File: src/rtl/bank_isu_sched.sv
// Bank instruction scheduler: in-order issue queue from HTU to SC with per-channel ROB tags,
// set/way linefill hazard tracking, a one-entry BIU refill buffer and per-channel XBAR credits.
module bank_isu_sched #(
  parameter int SETS     = 8,
  parameter int WAYS     = 8,
  parameter int CH_NUM   = 3,
  parameter int IQ_DEPTH = 16,
  parameter int ROB_W    = 3,
  parameter int CRD_MAX  = 4,
  parameter int DATA_W   = 256,
  localparam int SET_W   = $clog2(SETS),
  localparam int WAY_W   = $clog2(WAYS),
  localparam int CH_W    = $clog2(CH_NUM),
  localparam int SWO_W   = SET_W + WAY_W + 1,
  localparam int RID_W   = SET_W + WAY_W
) (
  input  logic                clk_i,
  input  logic                rst_i,
  input  logic                htu_isu_linefill_valid_i,
  input  logic [SET_W-1:0]    htu_isu_linefill_set_i,
  input  logic [WAY_W-1:0]    htu_isu_linefill_way_i,
  input  logic                htu_isu_valid_i,
  output logic                htu_isu_allowIn_o,
  input  logic [CH_W-1:0]     htu_isu_ch_id_i,
  input  logic [1:0]          htu_isu_opcode_i,
  input  logic [SWO_W-1:0]    htu_isu_set_way_offset_i,
  input  logic [7:0]          htu_isu_wbuffer_id_i,
  input  logic [1:0]          htu_isu_cacheline_offset0_state_i,
  input  logic [1:0]          htu_isu_cacheline_offset1_state_i,
  input  logic                biu_isu_rdata_valid_i,
  output logic                biu_isu_rdata_ready_o,
  input  logic [DATA_W-1:0]   biu_isu_rdata_i,
  input  logic [RID_W-1:0]    biu_isu_rid_i,
  output logic                isu_sc_valid_o,
  input  logic                isu_sc_ready_i,
  output logic [CH_W-1:0]     isu_sc_channel_id_o,
  output logic [2:0]          isu_sc_opcode_o,
  output logic [SWO_W-1:0]    isu_sc_set_way_offset_o,
  output logic [7:0]          isu_sc_wbuffer_id_o,
  output logic [ROB_W-1:0]    isu_sc_xbar_rob_num_o,
  output logic [1:0]          isu_sc_cacheline_dirty_offset0_o,
  output logic [1:0]          isu_sc_cacheline_dirty_offset1_o,
  output logic [DATA_W/2-1:0] isu_sc_linefill_data_offset0_o,
  output logic [DATA_W/2-1:0] isu_sc_linefill_data_offset1_o,
  input  logic [CH_NUM-1:0]   xbar_isu_crd_rtn_i
);
  localparam int IQ_AW = $clog2(IQ_DEPTH);
  localparam int CRD_W = $clog2(CRD_MAX + 1);
  localparam int HALF  = DATA_W / 2;
  localparam logic [1:0] OP_LF = 2'b10;

  typedef struct packed {
    logic [CH_W-1:0]  ch;
    logic [1:0]       op;
    logic [SWO_W-1:0] swo;
    logic [7:0]       wbid;
    logic [1:0]       st0;
    logic [1:0]       st1;
    logic [ROB_W-1:0] rob;
  } iq_ent_t;

  iq_ent_t                          iq_q [IQ_DEPTH];
  logic [IQ_AW-1:0]                 wr_q, rd_q;
  logic [IQ_AW:0]                   cnt_q, cnt_d;
  logic [CH_NUM-1:0][ROB_W-1:0]     rob_q, rob_d;
  logic [CH_NUM-1:0][CRD_W-1:0]     crd_q, crd_d;
  logic [SETS-1:0][WAYS-1:0]        infl_q, infl_d;
  logic                             buf_v_q;
  logic [RID_W-1:0]                 buf_rid_q;
  logic [DATA_W-1:0]                buf_data_q;

  iq_ent_t          head, new_ent;
  logic [SET_W-1:0] head_set;
  logic [WAY_W-1:0] head_way;
  logic             empty, push, pop, head_lf, buf_hit, lf_fire, fill;

  assign empty    = (cnt_q == '0);
  assign head     = iq_q[rd_q];
  assign head_set = head.swo[SWO_W-1 -: SET_W];
  assign head_way = head.swo[WAY_W:1];
  assign head_lf  = (head.op == OP_LF);
  assign buf_hit  = buf_v_q && (buf_rid_q == {head_set, head_way});

  assign htu_isu_allowIn_o     = (cnt_q != (IQ_AW+1)'(IQ_DEPTH));
  assign biu_isu_rdata_ready_o = ~buf_v_q;
  assign push    = htu_isu_valid_i & htu_isu_allowIn_o;
  assign fill    = biu_isu_rdata_valid_i & biu_isu_rdata_ready_o;
  assign isu_sc_valid_o = !empty && (crd_q[head.ch] != '0) &&
                          (head_lf ? buf_hit : !infl_q[head_set][head_way]);
  assign pop     = isu_sc_valid_o & isu_sc_ready_i;
  assign lf_fire = pop & head_lf;

  assign new_ent = '{ch: htu_isu_ch_id_i, op: htu_isu_opcode_i, swo: htu_isu_set_way_offset_i,
                     wbid: htu_isu_wbuffer_id_i, st0: htu_isu_cacheline_offset0_state_i,
                     st1: htu_isu_cacheline_offset1_state_i, rob: rob_q[htu_isu_ch_id_i]};

  // Output fields are forced to zero while the queue is empty so reset shows a clean bus.
  always_comb begin
    isu_sc_channel_id_o              = '0;
    isu_sc_opcode_o                  = '0;
    isu_sc_set_way_offset_o          = '0;
    isu_sc_wbuffer_id_o              = '0;
    isu_sc_xbar_rob_num_o            = '0;
    isu_sc_cacheline_dirty_offset0_o = '0;
    isu_sc_cacheline_dirty_offset1_o = '0;
    isu_sc_linefill_data_offset0_o   = '0;
    isu_sc_linefill_data_offset1_o   = '0;
    if (!empty) begin
      isu_sc_channel_id_o              = head.ch;
      isu_sc_opcode_o                  = {1'b0, head.op};
      isu_sc_set_way_offset_o          = head.swo;
      isu_sc_wbuffer_id_o              = head.wbid;
      isu_sc_xbar_rob_num_o            = head.rob;
      isu_sc_cacheline_dirty_offset0_o = head.st0;
      isu_sc_cacheline_dirty_offset1_o = head.st1;
      if (head_lf && buf_v_q) begin
        isu_sc_linefill_data_offset0_o = buf_data_q[HALF-1:0];
        isu_sc_linefill_data_offset1_o = buf_data_q[DATA_W-1:HALF];
      end
    end
  end

  always_comb begin
    cnt_d = cnt_q;
    case ({push, pop})
      2'b10:   cnt_d = cnt_q + 1'b1;
      2'b01:   cnt_d = cnt_q - 1'b1;
      default: cnt_d = cnt_q;
    endcase
    for (int c = 0; c < CH_NUM; c++) begin
      rob_d[c] = rob_q[c];
      crd_d[c] = crd_q[c];
      if (push && htu_isu_ch_id_i == CH_W'(c)) rob_d[c] = rob_q[c] + 1'b1;
      // Issue and return on the same channel cancel; returns saturate at CRD_MAX.
      case ({xbar_isu_crd_rtn_i[c], pop && head.ch == CH_W'(c)})
        2'b10:   if (crd_q[c] != CRD_W'(CRD_MAX)) crd_d[c] = crd_q[c] + 1'b1;
        2'b01:   crd_d[c] = crd_q[c] - 1'b1;
        default: crd_d[c] = crd_q[c];
      endcase
    end
    // Clear first so a same-cycle allocation of the same bit wins.
    infl_d = infl_q;
    if (lf_fire) infl_d[head_set][head_way] = 1'b0;
    if (htu_isu_linefill_valid_i) infl_d[htu_isu_linefill_set_i][htu_isu_linefill_way_i] = 1'b1;
  end

  always_ff @(posedge clk_i) begin
    if (!rst_i) begin
      wr_q    <= '0;
      rd_q    <= '0;
      cnt_q   <= '0;
      rob_q   <= '0;
      for (int c = 0; c < CH_NUM; c++) crd_q[c] <= CRD_W'(CRD_MAX);
      infl_q  <= '0;
      buf_v_q <= 1'b0;
      buf_rid_q  <= '0;
      buf_data_q <= '0;
    end else begin
      if (push) wr_q <= wr_q + 1'b1;
      if (pop)  rd_q <= rd_q + 1'b1;
      cnt_q  <= cnt_d;
      rob_q  <= rob_d;
      crd_q  <= crd_d;
      infl_q <= infl_d;
      if (fill) begin
        buf_v_q    <= 1'b1;
        buf_rid_q  <= biu_isu_rid_i;
        buf_data_q <= biu_isu_rdata_i;
      end else if (lf_fire) begin
        buf_v_q    <= 1'b0;
      end
    end
  end

  // Queue storage needs no reset: the count gates every read.
  always_ff @(posedge clk_i) begin
    if (push) iq_q[wr_q] <= new_ent;
  end
endmodule
File: config.mk
export PLATFORM = sky130hd
export DESIGN_NAME = bank_isu_sched
export DESIGN_NICKNAME = d
export VERILOG_FILES = /design/src/rtl/bank_isu_sched.sv
export SDC_FILE = /design/constraint.sdc
export NUM_CORES = 1
export LEC_CHECK = 0
export ABC_AREA = 1
export CORE_AREA = 2 2 311 313
export CTS_CLUSTER_DIAMETER = 100
export CTS_CLUSTER_SIZE = 14
export DETAILED_ROUTE_END_ITERATION = 12
export DIE_AREA = 0 0 313 315
export PLACE_DENSITY = 0.67
export SYNTH_ARGS = -nofsm -noshare
export SYNTH_HDL_FRONTEND = slang
export SYNTH_SLANG_ARGS = --single-unit
File: constraint.sdc
create_clock -name clk_i -period 6.13 [get_ports clk_i]
set_clock_uncertainty 0.2 [all_clocks]
set_input_delay 1.5325 -clock clk_i [delete_from_list [all_inputs] [get_ports clk_i]]
set_output_delay 1.5325 -clock clk_i [all_outputs]
set_load 0.05 [all_outputs]
# After elaboration in Yosys (flattened, before gate mapping)
# Memories as Yosys holds them, arrays and structs flattened. A register that Yosys moved wholly into a read port is not among the register bits.
# Cells that the tools add are included.
[totals]
latchBits = 0
in_bits = 300
mem_bits_ro = 0
reg_bits = 358
n_memories = 1
output_inout_bits = 286
elab_cells = 144
mem_bits_rw = 416
[classes]
eq_ne = 21
shifts = 0
order_cmp = 10
mux = 43
div = 0
addsub = 13
multipliers = 0
n_reduce_logical = 28
bitwise_logic = 8
[memory_table]
columns = ["memory", "depth", "width", "read_ports", "rd_clocked_by_memory_dff", "wr", "line_no", "rtl"]
rows = [
  ["iq_q", 16, 26, 1, 1, 1, "62", "iq_ent_t iq_q [IQ_DEPTH];"],
]
[ops]
columns = ["op", "count"]
rows = [
  ["128-bit two-way mux", 4],
  ["64-bit two-way mux", 2],
  ["64-bit bitwise AND", 1],
  ["64-bit NOT", 1],
  ["64-bit OR", 1],
  ["8-bit demux with 3-bit select", 2],
  ["8-bit two-way mux", 4],
  ["8-bit binary-select mux with 3-bit select", 1],
  ["3-bit by 1-bit adder with 3-bit output, second input constant", 6],
  ["3-bit two-way mux", 6],
  ["3-bit case mux with 2 select lines", 3],
  ["3-bit by 4-bit less-than comparator with 1-bit output, second input constant", 4],
  ["2-bit equality test, second input constant", 7],
  ["1-bit logical AND", 14],
  ["3-bit binary-select mux with 2-bit select", 2],
  ["2-bit by 1-bit equality test with 1-bit output, second input constant", 6],
  ["3-bit by 1-bit greater-or-equal comparator with 1-bit output, second input constant", 4],
  ["5-bit case mux with 2 select lines", 1],
  ["2-bit nonzero test", 5],
  ["3-bit != test, second input constant", 3],
  ["3-bit by 1-bit subtractor with 3-bit output, second input constant", 3],
  ["4-bit by 1-bit adder with 4-bit output, second input constant", 2],
  ["1-bit two-way mux", 8],
  ["2-bit two-way mux", 4],
  ["other kinds (17)", 29],
]

# Depth between registers and ports, before layout
[depth]
depth_word = 12
depth_mapped = 31
ltp_nobuf = 31

# Least setup slack after synthesis
# Ideal clock, no wire load.
[synth_path]
kind = "reg2out"
from = "reg (tool-made name)"
to = "out isu_sc_linefill_data_offset0_o[100]"
arrival_time_ns = 3.039
path_stages_with_launch = 14
slack_ns = 1.358
n_path_buf = 5
required_ns = 4.398
path_cell_list = "dfxtp_1 > inv_2 > buf_6 > buf_6 > buf_4 > o21ai_0 > o221ai_1 > o211ai_2 > nand2_1 > nor2_2 > nand2_2 > clkbuf_1 > clkbuf_1 > nor3b_1"
[synth_rtl]
columns = ["element", "line_no", "rtl"]
rows = [
  ["to (decl)", "43", "output logic [DATA_W/2-1:0] isu_sc_linefill_data_offset0_o,"],
]

==> impl_metrics.py <==
metrics = {
    "run_status": {
        "status": "finished, final reports clean",
    },
    "power_and_ir_drop": {
        "power.density_nw_per_um2": 311,
        "finalPower_w": 0.0142,
        "max-vdd-ir-drop_uv": 405,
        "leakage_nw": 16.7,
    },
    "routing": {
        "post-route-drc-count": 0,
        "wl_per_cell_um": 22.9,
        "drt_iter0_markers": 2769,
        "routed_via_density": 5.22,
        "drt_wl_total_mm": 125,
        "vias": 28700,
        "antenna_left": 0,
        "first_pass_iters": 7,
    },
    "die": {
        "die_area_um2": 98600,
        "start_util_pct": 35.5,
        "placementRows": 114,
        "io_pins": 586,
        "die_h_um": 315,
        "coreArea_um2": 95700,
        "dieWidth_um": 313,
    },
    "global_routing": {
        "grt_use_met2_pct": 40.8,
        "grt_max_degree": 153,
        "grt_pass1_vias": 26900,
        "grt_use_total_pct": 24.4,
        "antenna_found_initial": 27,
        "grt_most_used_layer": "met2",
        "grt-ovfl-total": 0,
        "grt_pass1_wl_mm": 179,
        "grt_util_met1_pct": 29.4,
        "grtUsageMet3_pct": 6.22,
    },
    "final_layout": {
        "multi_input_area_um2": 12400,
        "n_fill_cell": 8722,
        "fin_cells": 5485,
        "seqCellArea_um2": 19700,
        "final_area_um2": 45600,
        "drive_gt1_share_pct": 11.6,
        "layout.nets": 4484,
        "syn_to_final_growth_pct": 34.1,
    },
    "synth": {
        "avgSynthCellArea_um2": 9.14,
        "syn_area_um2": 34000,
        "synthArstFlopShare_pct": 0,
        "yosysTopAreaCell": "edfxtp_1",
        "synth_warnings": 0,
        "ys_ff_latch": 778,
        "ys_seq_area_share_pct": 58.0,
        "synth.top_cell.area_share_pct": 36.7,
        "ys_top_cells_by_area": "edfxtp_1 (37%), dfxtp_1 (21%), nor2_1 (8.4%), o21ai_0 (6.4%), nor3b_1 (5.6%)",
        "yosysUniqueCellTypes": 50,
        "netlist_instances": 3721,
        "synth_edf_count": 416,
        "ys_dominant_reg_cell": "edfxtp_1",
        "synth_nets": 4037,
    },
    "timing": {
        "tightest_slew_ns": 1.35,
        "slew_violations": 0,
        "rsz0062_at_grt": "false",
        "relSlewSlack_pct": 9.38,
        "fin_crit_sh_pct": 96.3,
        "finalCriticalPeriod_ns": 5.91,
        "setup_violations": 0,
        "setup_tns_ns": 0,
        "fmax_ghz": 0.169,
        "hold_viol_final": 0,
    },
    "clock_network": {
        "clock-sinks": 778,
        "cts_hold_buf": 0,
        "clkTransAtPathRegs_ns": 0.06,
        "cts_tree": "built",
        "cts_made_buffers": 66,
        "ctsHtreeMaxLevel": 3,
        "ctsRootBufferMaster": "clkbuf_16",
        "clk_latency_ns": 0.63,
        "cts_max_path_buffers": 3,
    },
    "hold_path": {
        "worstHoldPathCells": 2,
        "worstHoldStart": "buf_data_q[117]$_SDFFE_PN0P_",
        "min_to": "buf_data_q[117]$_SDFFE_PN0P_",
        "hold_path.class": "register to register",
    },
    "flow_run": {
        "cap_violations": 0,
    },
    "setup_path": {
        "worstSetupPathType": "register to output port",
        "r2r-end": "cnt_q[4]$_SDFFE_PN0P_",
        "critPathCaptureType": "output port",
        "rr_worst_depth": 28,
        "crit_fanout": 71,
        "r2r_setup_slack_ns": 0.96,
        "cp.arrival_ns": 4.17,
        "crit_path_start_kind": "register",
        "crit_required_ns": 4.40,
    },
    "placed_design": {
        "place_congestion": 0.962,
        "place_area_um2": 43500,
        "place_hpwl_mm": 86.8,
        "dpl.cell_count": 5375,
        "port_buffers": 584,
    },
}
## cells in the final DEF, fill, tap and decap left out, types with 69 or more instances in the layout
cell type          n
o21ai_0          437
clkdlybuf4s50_1  324
nor3b_1          256
nor2_1           740
buf_12           264
clkbuf_16         69
nand2_1          416
nand3_1          272
edfxtp_1         416
inv_1            185
dfxtp_1          359
## worst max path at each step
| stage | end | slack (ns) | cells past startpoint |
|---|---|---|---|
| 2_1_floorplan | isu_sc_linefill_data_offset0_o[100] | 1.36 | 13 |
| 3_3_place_gp | isu_sc_linefill_data_offset0_o[38] | 0.75 | 11 |
| 3_5_place_dp | isu_sc_linefill_data_offset0_o[38] | 0.72 | 11 |
| 4_1_cts | isu_sc_linefill_data_offset0_o[38] | 0.03 | 11 |
| 5_1_grt | isu_sc_valid_o | 0.06 | 14 |
| 6_report | isu_sc_linefill_data_offset0_o[38] | 0.22 | 9 |
## registers in the layout, indices dropped and copies added, names as in the netlist, named ones only
register and flops:
buf_v_q 1, buf_rid_q 6, infl_q 64, iq_q 416, buf_data_q 256, crd_q 9, rd_q 4, rob_q 9
cnt_q 5, wr_q 4
## cells by family (layout without fill, tap and decap cells)
| family | count (synthesis) | count (layout) | share of synthesized area, % |
|---|---|---|---|
| xor+xnor | 15 | 15 | 0.386 |
| flops | 778 | 778 | 58.0 |
| other cells | 1 | 9 | 0.0110 |
| simple gates | 1784 | 1784 | 24.2 |
| fa+ha+maj | 16 | 16 | 0.677 |
| buf+inv | 476 | 956 | 5.99 |
| compound gates | 651 | 651 | 10.7 |
## synth_stat cells, types with 2 or more instances
cell / instances
clkbuf_1: 218
ha_1: 12
dfxtp_1: 362
o21ai_0: 437
nor2_2: 11
xnor2_1: 3
buf_6: 20
buf_8: 3
nand3_2: 3
o22ai_1: 26
nand4_1: 10
nor2_4: 2
a21oi_1: 62
buf_1: 5
nand2_2: 17
edfxtp_1: 416
o211ai_1: 31
o21ai_1: 20
inv_1: 185
o221ai_1: 60
nor2_1: 757
a221oi_1: 2
nand3_1: 272
a31oi_1: 3
nand2_4: 2
clkinv_1: 4
nor3b_1: 256
buf_2: 18
fa_1: 4
o211ai_2: 2
inv_2: 11
nor3_1: 13
or2_2: 5
buf_4: 12
a21boi_0: 3
xor2_1: 12
nand2_1: 417
nor4_1: 13
## layout make-up
type	instances	share of cell area, %
Sequential cell	778	43.3
Multi-Input combinational cell	2467	27.2
Timing Repair Buffer	655	19.9
Clock buffer	91	3.92
Tap cell	1276	3.50
Inverter	200	1.67
Clock inverter	10	0.491
Antenna cell	8	0.0439
## where the power goes
| part | total [W] | internal (W) | switching [W] | leakage [nW] |
|---|---|---|---|---|
| Clock | 0.00418 | 0.00219 | 0.00199 | 0.964 |
| Sequential | 0.00597 | 0.00574 | 0.000231 | 6.76 |
| Combinational | 0.00404 | 0.00123 | 0.00281 | 9.02 |
| Total | 0.0142 | 0.00916 | 0.00503 | 16.7 |
## timing repair
action                                  4_1_cts  5_1_grt
endpoints found under the hold margin         0        0
setup buffers                                 0        1
gates resized for setup                       0        3
endpoints found under the setup margin        0      143
## stage by stage
stage	utilization [%]	hold WS (ns)	worst slack, ns
5_1_grt	47.6	0.294	0.0590
6_report	47.6	0.275	0.224
2_1_floorplan	-	0.244	1.36
4_1_cts	47.6	0.280	0.0315
3_3_place_gp	45.5	0.253	0.746
3_5_place_dp	45.5	0.263	0.721
## worst max-delay path, stage by stage, from the launching register on
cell	delay, ns
dfxtp_2	0.33
buf_4	0.66
o221ai_1	0.31
nand3_1	0.17
nand2_1	0.13
nor2_2	0.29
nand2_8	0.32
buf_12	0.39
nor3b_1	0.51
buf_12	0.21
## layer usage
layer | routed length (µm) | vias up
met1 | 47700 | 13700
met2 | 60900 | 1194
met4 | 6090 | 32
met5 | 206 | -
li1 | - | 13500
met3 | 10500 | 232
Power figures use the tool's default switching activity.
